### config.mk
export PLATFORM = sky130hd
export DESIGN_NAME = preproc_axil_regs
export DESIGN_NICKNAME = d
export VERILOG_FILES = /design/src/rtl/preproc_axil_regs.sv
export SDC_FILE = /design/constraint.sdc
export NUM_CORES = 1
export LEC_CHECK = 0
export CORE_AREA = 2 2 110 90
export DETAILED_ROUTE_END_ITERATION = 7
export DIE_AREA = 0 0 112 92
export GPL_TIMING_DRIVEN = 0
export HOLD_SLACK_MARGIN = 0.12
export PLACE_DENSITY = 0.88
export SLEW_MARGIN = 20
export SYNTH_ARGS = -nofsm -noshare
export SYNTH_HDL_FRONTEND = slang
export SYNTH_SLANG_ARGS = --single-unit
### constraint.sdc
create_clock -name s_axi_aclk -period 2.1 [get_ports s_axi_aclk]
set_clock_uncertainty 0.15 [all_clocks]
set_input_delay 0.525 -clock s_axi_aclk [delete_from_list [all_inputs] [get_ports s_axi_aclk]]
set_output_delay 0.525 -clock s_axi_aclk [all_outputs]
set_load 0.03 [all_outputs]
### src/rtl/preproc_axil_regs.sv
// preproc_axil_regs: AXI4-Lite control/status registers for the ADC preprocessing datapath.
module preproc_axil_regs #(
  parameter int DATA_WIDTH  = 32,
  parameter int ADDR_WIDTH  = 4,
  parameter int WSTRB_WIDTH = DATA_WIDTH / 8
) (
  input  logic                   s_axi_aclk,
  input  logic                   s_axi_aresetn,
  input  logic [ADDR_WIDTH-1:0]  s_axi_awaddr,
  input  logic                   s_axi_awvalid,
  output logic                   s_axi_awready,
  input  logic [DATA_WIDTH-1:0]  s_axi_wdata,
  input  logic [WSTRB_WIDTH-1:0] s_axi_wstrb,
  input  logic                   s_axi_wvalid,
  output logic                   s_axi_wready,
  output logic [1:0]             s_axi_bresp,
  output logic                   s_axi_bvalid,
  input  logic                   s_axi_bready,
  input  logic [ADDR_WIDTH-1:0]  s_axi_araddr,
  input  logic                   s_axi_arvalid,
  output logic                   s_axi_arready,
  output logic [DATA_WIDTH-1:0]  s_axi_rdata,
  output logic [1:0]             s_axi_rresp,
  output logic                   s_axi_rvalid,
  input  logic                   s_axi_rready,
  output logic [15:0]            offset_o,
  output logic [4:0]             sel_source_o,
  output logic                   enable_o,
  input  logic                   sat_i
);
  logic                  r_aw_held, r_w_held, r_bvalid, r_rvalid;
  logic [1:0]            r_aw_addr, r_w_strb;
  logic [15:0]           r_w_data, r_offset, r_cnt;
  logic [4:0]            r_sel;
  logic                  r_en, r_sticky;
  logic [DATA_WIDTH-1:0] r_rdata;
  logic                  w_aw_hs, w_w_hs, w_ar_hs, w_wr, w_clr, w_unused;
  logic [1:0]            w_addr, w_strb;
  logic [15:0]           w_data;
  logic [DATA_WIDTH-1:0] w_rd;
  assign s_axi_awready = s_axi_aresetn && !r_aw_held && !r_bvalid;
  assign s_axi_wready  = s_axi_aresetn && !r_w_held && !r_bvalid;
  assign s_axi_arready = s_axi_aresetn && !r_rvalid;
  assign s_axi_bvalid  = r_bvalid;
  assign s_axi_rvalid  = r_rvalid;
  assign s_axi_rdata   = r_rdata;
  assign s_axi_bresp   = 2'b00;
  assign s_axi_rresp   = 2'b00;
  assign offset_o      = r_offset;
  assign sel_source_o  = r_sel;
  assign enable_o      = r_en;
  assign w_unused = &{1'b0, s_axi_awaddr[1:0], s_axi_araddr[1:0], s_axi_wdata[31:16], s_axi_wstrb[3:2]};
  // A channel handshaking this cycle bypasses its holding register so the write commits on the same edge.
  always_comb begin
    w_aw_hs = s_axi_awvalid && s_axi_awready;
    w_w_hs  = s_axi_wvalid && s_axi_wready;
    w_ar_hs = s_axi_arvalid && s_axi_arready;
    w_wr    = (r_aw_held || w_aw_hs) && (r_w_held || w_w_hs) && !r_bvalid;
    w_addr  = r_aw_held ? r_aw_addr : s_axi_awaddr[3:2];
    w_data  = r_w_held ? r_w_data : s_axi_wdata[15:0];
    w_strb  = r_w_held ? r_w_strb : s_axi_wstrb[1:0];
    w_clr   = w_wr && w_addr == 2'd3 && w_data[0] && w_strb[0];
    w_rd    = s_axi_araddr[3:2] == 2'd0 ? {16'h0, r_offset} :
              s_axi_araddr[3:2] == 2'd1 ? {27'h0, r_sel} :
              s_axi_araddr[3:2] == 2'd2 ? {31'h0, r_en} : {r_cnt, 15'h0, r_sticky};
  end
  always_ff @(posedge s_axi_aclk or negedge s_axi_aresetn) begin
    if (!s_axi_aresetn) begin
      r_aw_held <= 1'b0;
      r_w_held  <= 1'b0;
      r_aw_addr <= 2'd0;
      r_w_data  <= 16'h0;
      r_w_strb  <= 2'd0;
      r_bvalid  <= 1'b0;
      r_rvalid  <= 1'b0;
      r_rdata   <= '0;
      r_offset  <= 16'h0;
      r_sel     <= 5'h0;
      r_en      <= 1'b0;
      r_sticky  <= 1'b0;
      r_cnt     <= 16'h0;
    end else begin
      r_aw_held <= !w_wr && (r_aw_held || w_aw_hs);
      r_w_held  <= !w_wr && (r_w_held || w_w_hs);
      if (w_aw_hs) r_aw_addr <= s_axi_awaddr[3:2];
      if (w_w_hs) begin
        r_w_data <= s_axi_wdata[15:0];
        r_w_strb <= s_axi_wstrb[1:0];
      end
      r_bvalid <= w_wr || (r_bvalid && !s_axi_bready);
      r_rvalid <= w_ar_hs || (r_rvalid && !s_axi_rready);
      if (w_ar_hs) r_rdata <= w_rd;
      if (w_wr && w_addr == 2'd0) r_offset <= {w_strb[1] ? w_data[15:8] : r_offset[15:8],
                                               w_strb[0] ? w_data[7:0] : r_offset[7:0]};
      if (w_wr && w_addr == 2'd1 && w_strb[0]) r_sel <= w_data[4:0];
      if (w_wr && w_addr == 2'd2 && w_strb[0]) r_en <= w_data[0];
      // A saturation event in the clearing cycle wins and counts as the first event.
      if (sat_i) begin
        r_sticky <= 1'b1;
        r_cnt    <= w_clr ? 16'd1 : &r_cnt ? r_cnt : r_cnt + 16'd1;
      end else if (w_clr) begin
        r_sticky <= 1'b0;
        r_cnt    <= 16'h0;
      end
    end
  end
endmodule

==> run metrics <==
run status finished, final reports clean; post-route ant nets 0; Post-synth EDFFs 0; dpl hpwl 7500 µm; Total Routed Length 10700 µm; Nets 564; Max Freq 0.485 GHz; DRT Pass-1 Iters 5; CP arrival 1.39 ns; worst min path class reg -> reg; clock latency on the worst-skew pair approximately 0.34 ns; Core Area 0.00937 mm²; Num CTS Buffers 9; # DRC 0; Period Utilization, post-route 0.983; clk buf depth 2; Syn Inst Count slightly above 400; I/O pin total 115; register area 0.00238 mm²; Buf/Inv on CP 1; number of diodes 0; area grow syn2layout 35.9%; Synth area leader dfrtp_1; worst vdd ir 0.980 mV; cell family with most CP delay buffers and inverters; Seq/Total Area, Yosys 0.538; Clock Sinks 95; RR Endpoint offset_o[4]; mean post-synth cell area 11.0 µm²; CP Launch Type register; FFs w/ async S/R, synth 1.00; drt first-iter violations 240; Multi-input gate area approximately 0.002 mm²; Pleak 2.79 nW; most instantiated cells after synthesis dfrtp_1, nand2_1, mux2_2; # setup viols final 0; Total GRT Usage 0.216; launch point of the worst hold path s_axi_rdata[5]; final hold vios 0; CTS tree yes; Via Count 3525; clk root buf clkbuf_16; Synth Register Bits 95; Reg-to-Reg Start r_aw_held; worst min-delay path endpoint s_axi_rdata[5]; Pwr Density around 1200 mW/mm²; CP endpoint kind output pin; CP max stage delay around 0.7 ns; Main synth FF type dfrtp_1; count leader, synth dfrtp_1; MaxCap Viol Count 0; Rows 32; Synthesis Warnings 0; worst reg2reg path depth 6; initial antenna violation count 0; Overflow after GRT 0; Avg Vias per Cell 5.55; Max-Slew Margin vs Limit 0.604; routed length on met3 858 µm; number of global-route vias before repair 3482; required time of the critical path 1.42 ns; Clock transition at path regs roughly 0.060 ns; DIE AREA 0.0103 mm²; CP max-delay cell clkdlybuf4s50_1; Synth cell types 50; share of cells above drive strength 1 0.225; mapped cell area 0.00442 mm²; beginning of the critical path sel_source_o[3]; metal2 WL approximately 5300 µm; top cells by area, synth dfrtp_1, mux2_2, nand2_1, o21ai_0, mux2i_1; IO buf count 87; critical path class reg -> out; worst slew pin tran slightly below 0.6 ns; CP Cell Sequence clkdlybuf4s50_1; top-area cell type share of the netlist area 0.538; Top Metal Used met4; GPL Wtd Cong about 0.85; H-tree depth 3; hold depth 2; M1 WL 4430 µm; CP Max Fanout 3; crit path time final around 2.1 ns; Slew Viols, Final 0; post-DR wirelength/cell 16.9 µm; horizontal die dimension roughly 110 µm; Filler Cell Count 723; largest net degree at the start of global routing 60; first-pass GRT wire length 17600 µm; Hold Slack 0.322 ns; Chip Height 92 µm; Util after Layout 0.641; Starting Density 0.472; r2r setup slk 0.04 ns
## cells by family (layout without fill, tap and decap cells)
kind of cell	count (synthesis)	in the layout	share of synthesized area
other	1	4	0.000849
DFF	95	95	0.538
AOI/OAI and AO/OA	80	80	0.104
adders and majority gates	1	1	0.00283
buffers and inverters	32	142	0.0348
muxes	72	72	0.186
and+or+nand+nor	122	122	0.133
## state kept, by name (all words and copies together) (netlist names)
| name | flops |
|---|---|
| r_sticky | 1 |
| s_axi_bvalid | 1 |
| r_w_held | 1 |
| s_axi_rdata | 32 |
| r_w_strb | 2 |
| offset_o | 16 |
| sel_source_o | 5 |
| r_aw_addr | 2 |
| enable_o | 1 |
| r_cnt | 16 |
| r_w_data | 16 |
| s_axi_rvalid | 1 |
| r_aw_held | 1 |
## routing by layer
| metal | vias up | track usage |
|---|---|---|
| met3 | 13 | 0.0734 |
| met5 | - | 0 |
| met2 | 135 | 0.346 |
| met4 | 0 | 0.0569 |
| li1 | 1634 | - |
| met1 | 1743 | 0.283 |
## power breakdown
group / switching [mW] / internal (mW)
registers: 0.442 / 2.40
clock network: 0.676 / 1.04
logic: 1.51 / 1.30
## metrics by stage
step	instance area (µm²)	std cells	total power [mW]	setup TNS (ns)	setup slack (ns)
6_report	6010	635	7.37	0	0.0366
5_1_grt	6010	635	7.75	-0.0348	-0.0187
4_1_cts	5860	632	7.34	0	0.00168
3_5_place_dp	5490	613	5.64	-30.91	-0.600
3_3_place_gp	5460	612	5.52	-663.70	-4.25
2_1_floorplan	4440	406	4.55	0	0.00935
## cell type report
| class | count | share of cell area |
|---|---|---|
| repair buffers | 94 | 0.167 |
| clock buffers | 10 | 0.0381 |
| well taps | 119 | 0.0248 |
| plain buffers | 25 | 0.0242 |
| inverters | 7 | 0.00437 |
| multi-input cells | 279 | 0.331 |
| clock inverters | 6 | 0.0140 |
| flip-flops and latches | 95 | 0.396 |
## what timing repair did
| item | CTS | global route |
|---|---|---|
| endpoints found under the hold margin | 36 | 0 |
| hold buffers | 2 | 0 |
| endpoints found under the setup margin | 60 | 62 |
| pin swaps | 3 | 1 |
| gates resized for setup | 29 | 49 |
| setup buffers | 1 | 3 |
## how the worst max path moves through the flow
stage	end	slack, ns	depth (start not counted)
after CTS	offset_o[6]	0.002	1
after global routing	r_cnt[6]	-0.02	6
after detailed placement	offset_o[12]	-0.60	5
after global placement	s_axi_awready	-4.25	4
final	sel_source_o[3]	0.04	1
after floorplan	r_w_data[10]	0.009	6
## cell usage in the layout (no fill, tap or decap), types with 7 or more instances in the layout
cell type and n:
clkbuf_16 9, a21oi_1 11, dlygate4sd2_1 14, nand2_1 67, o21ai_0 46, mux2_2 50, clkbuf_1 11, buf_4 9
inv_1 7, clkdlybuf4s50_1 50, dlymetal6s2s_1 20, nor3_1 9, dfrtp_1 92, mux2i_1 16
No activity file was read; power rests on OpenSTA's default activity.
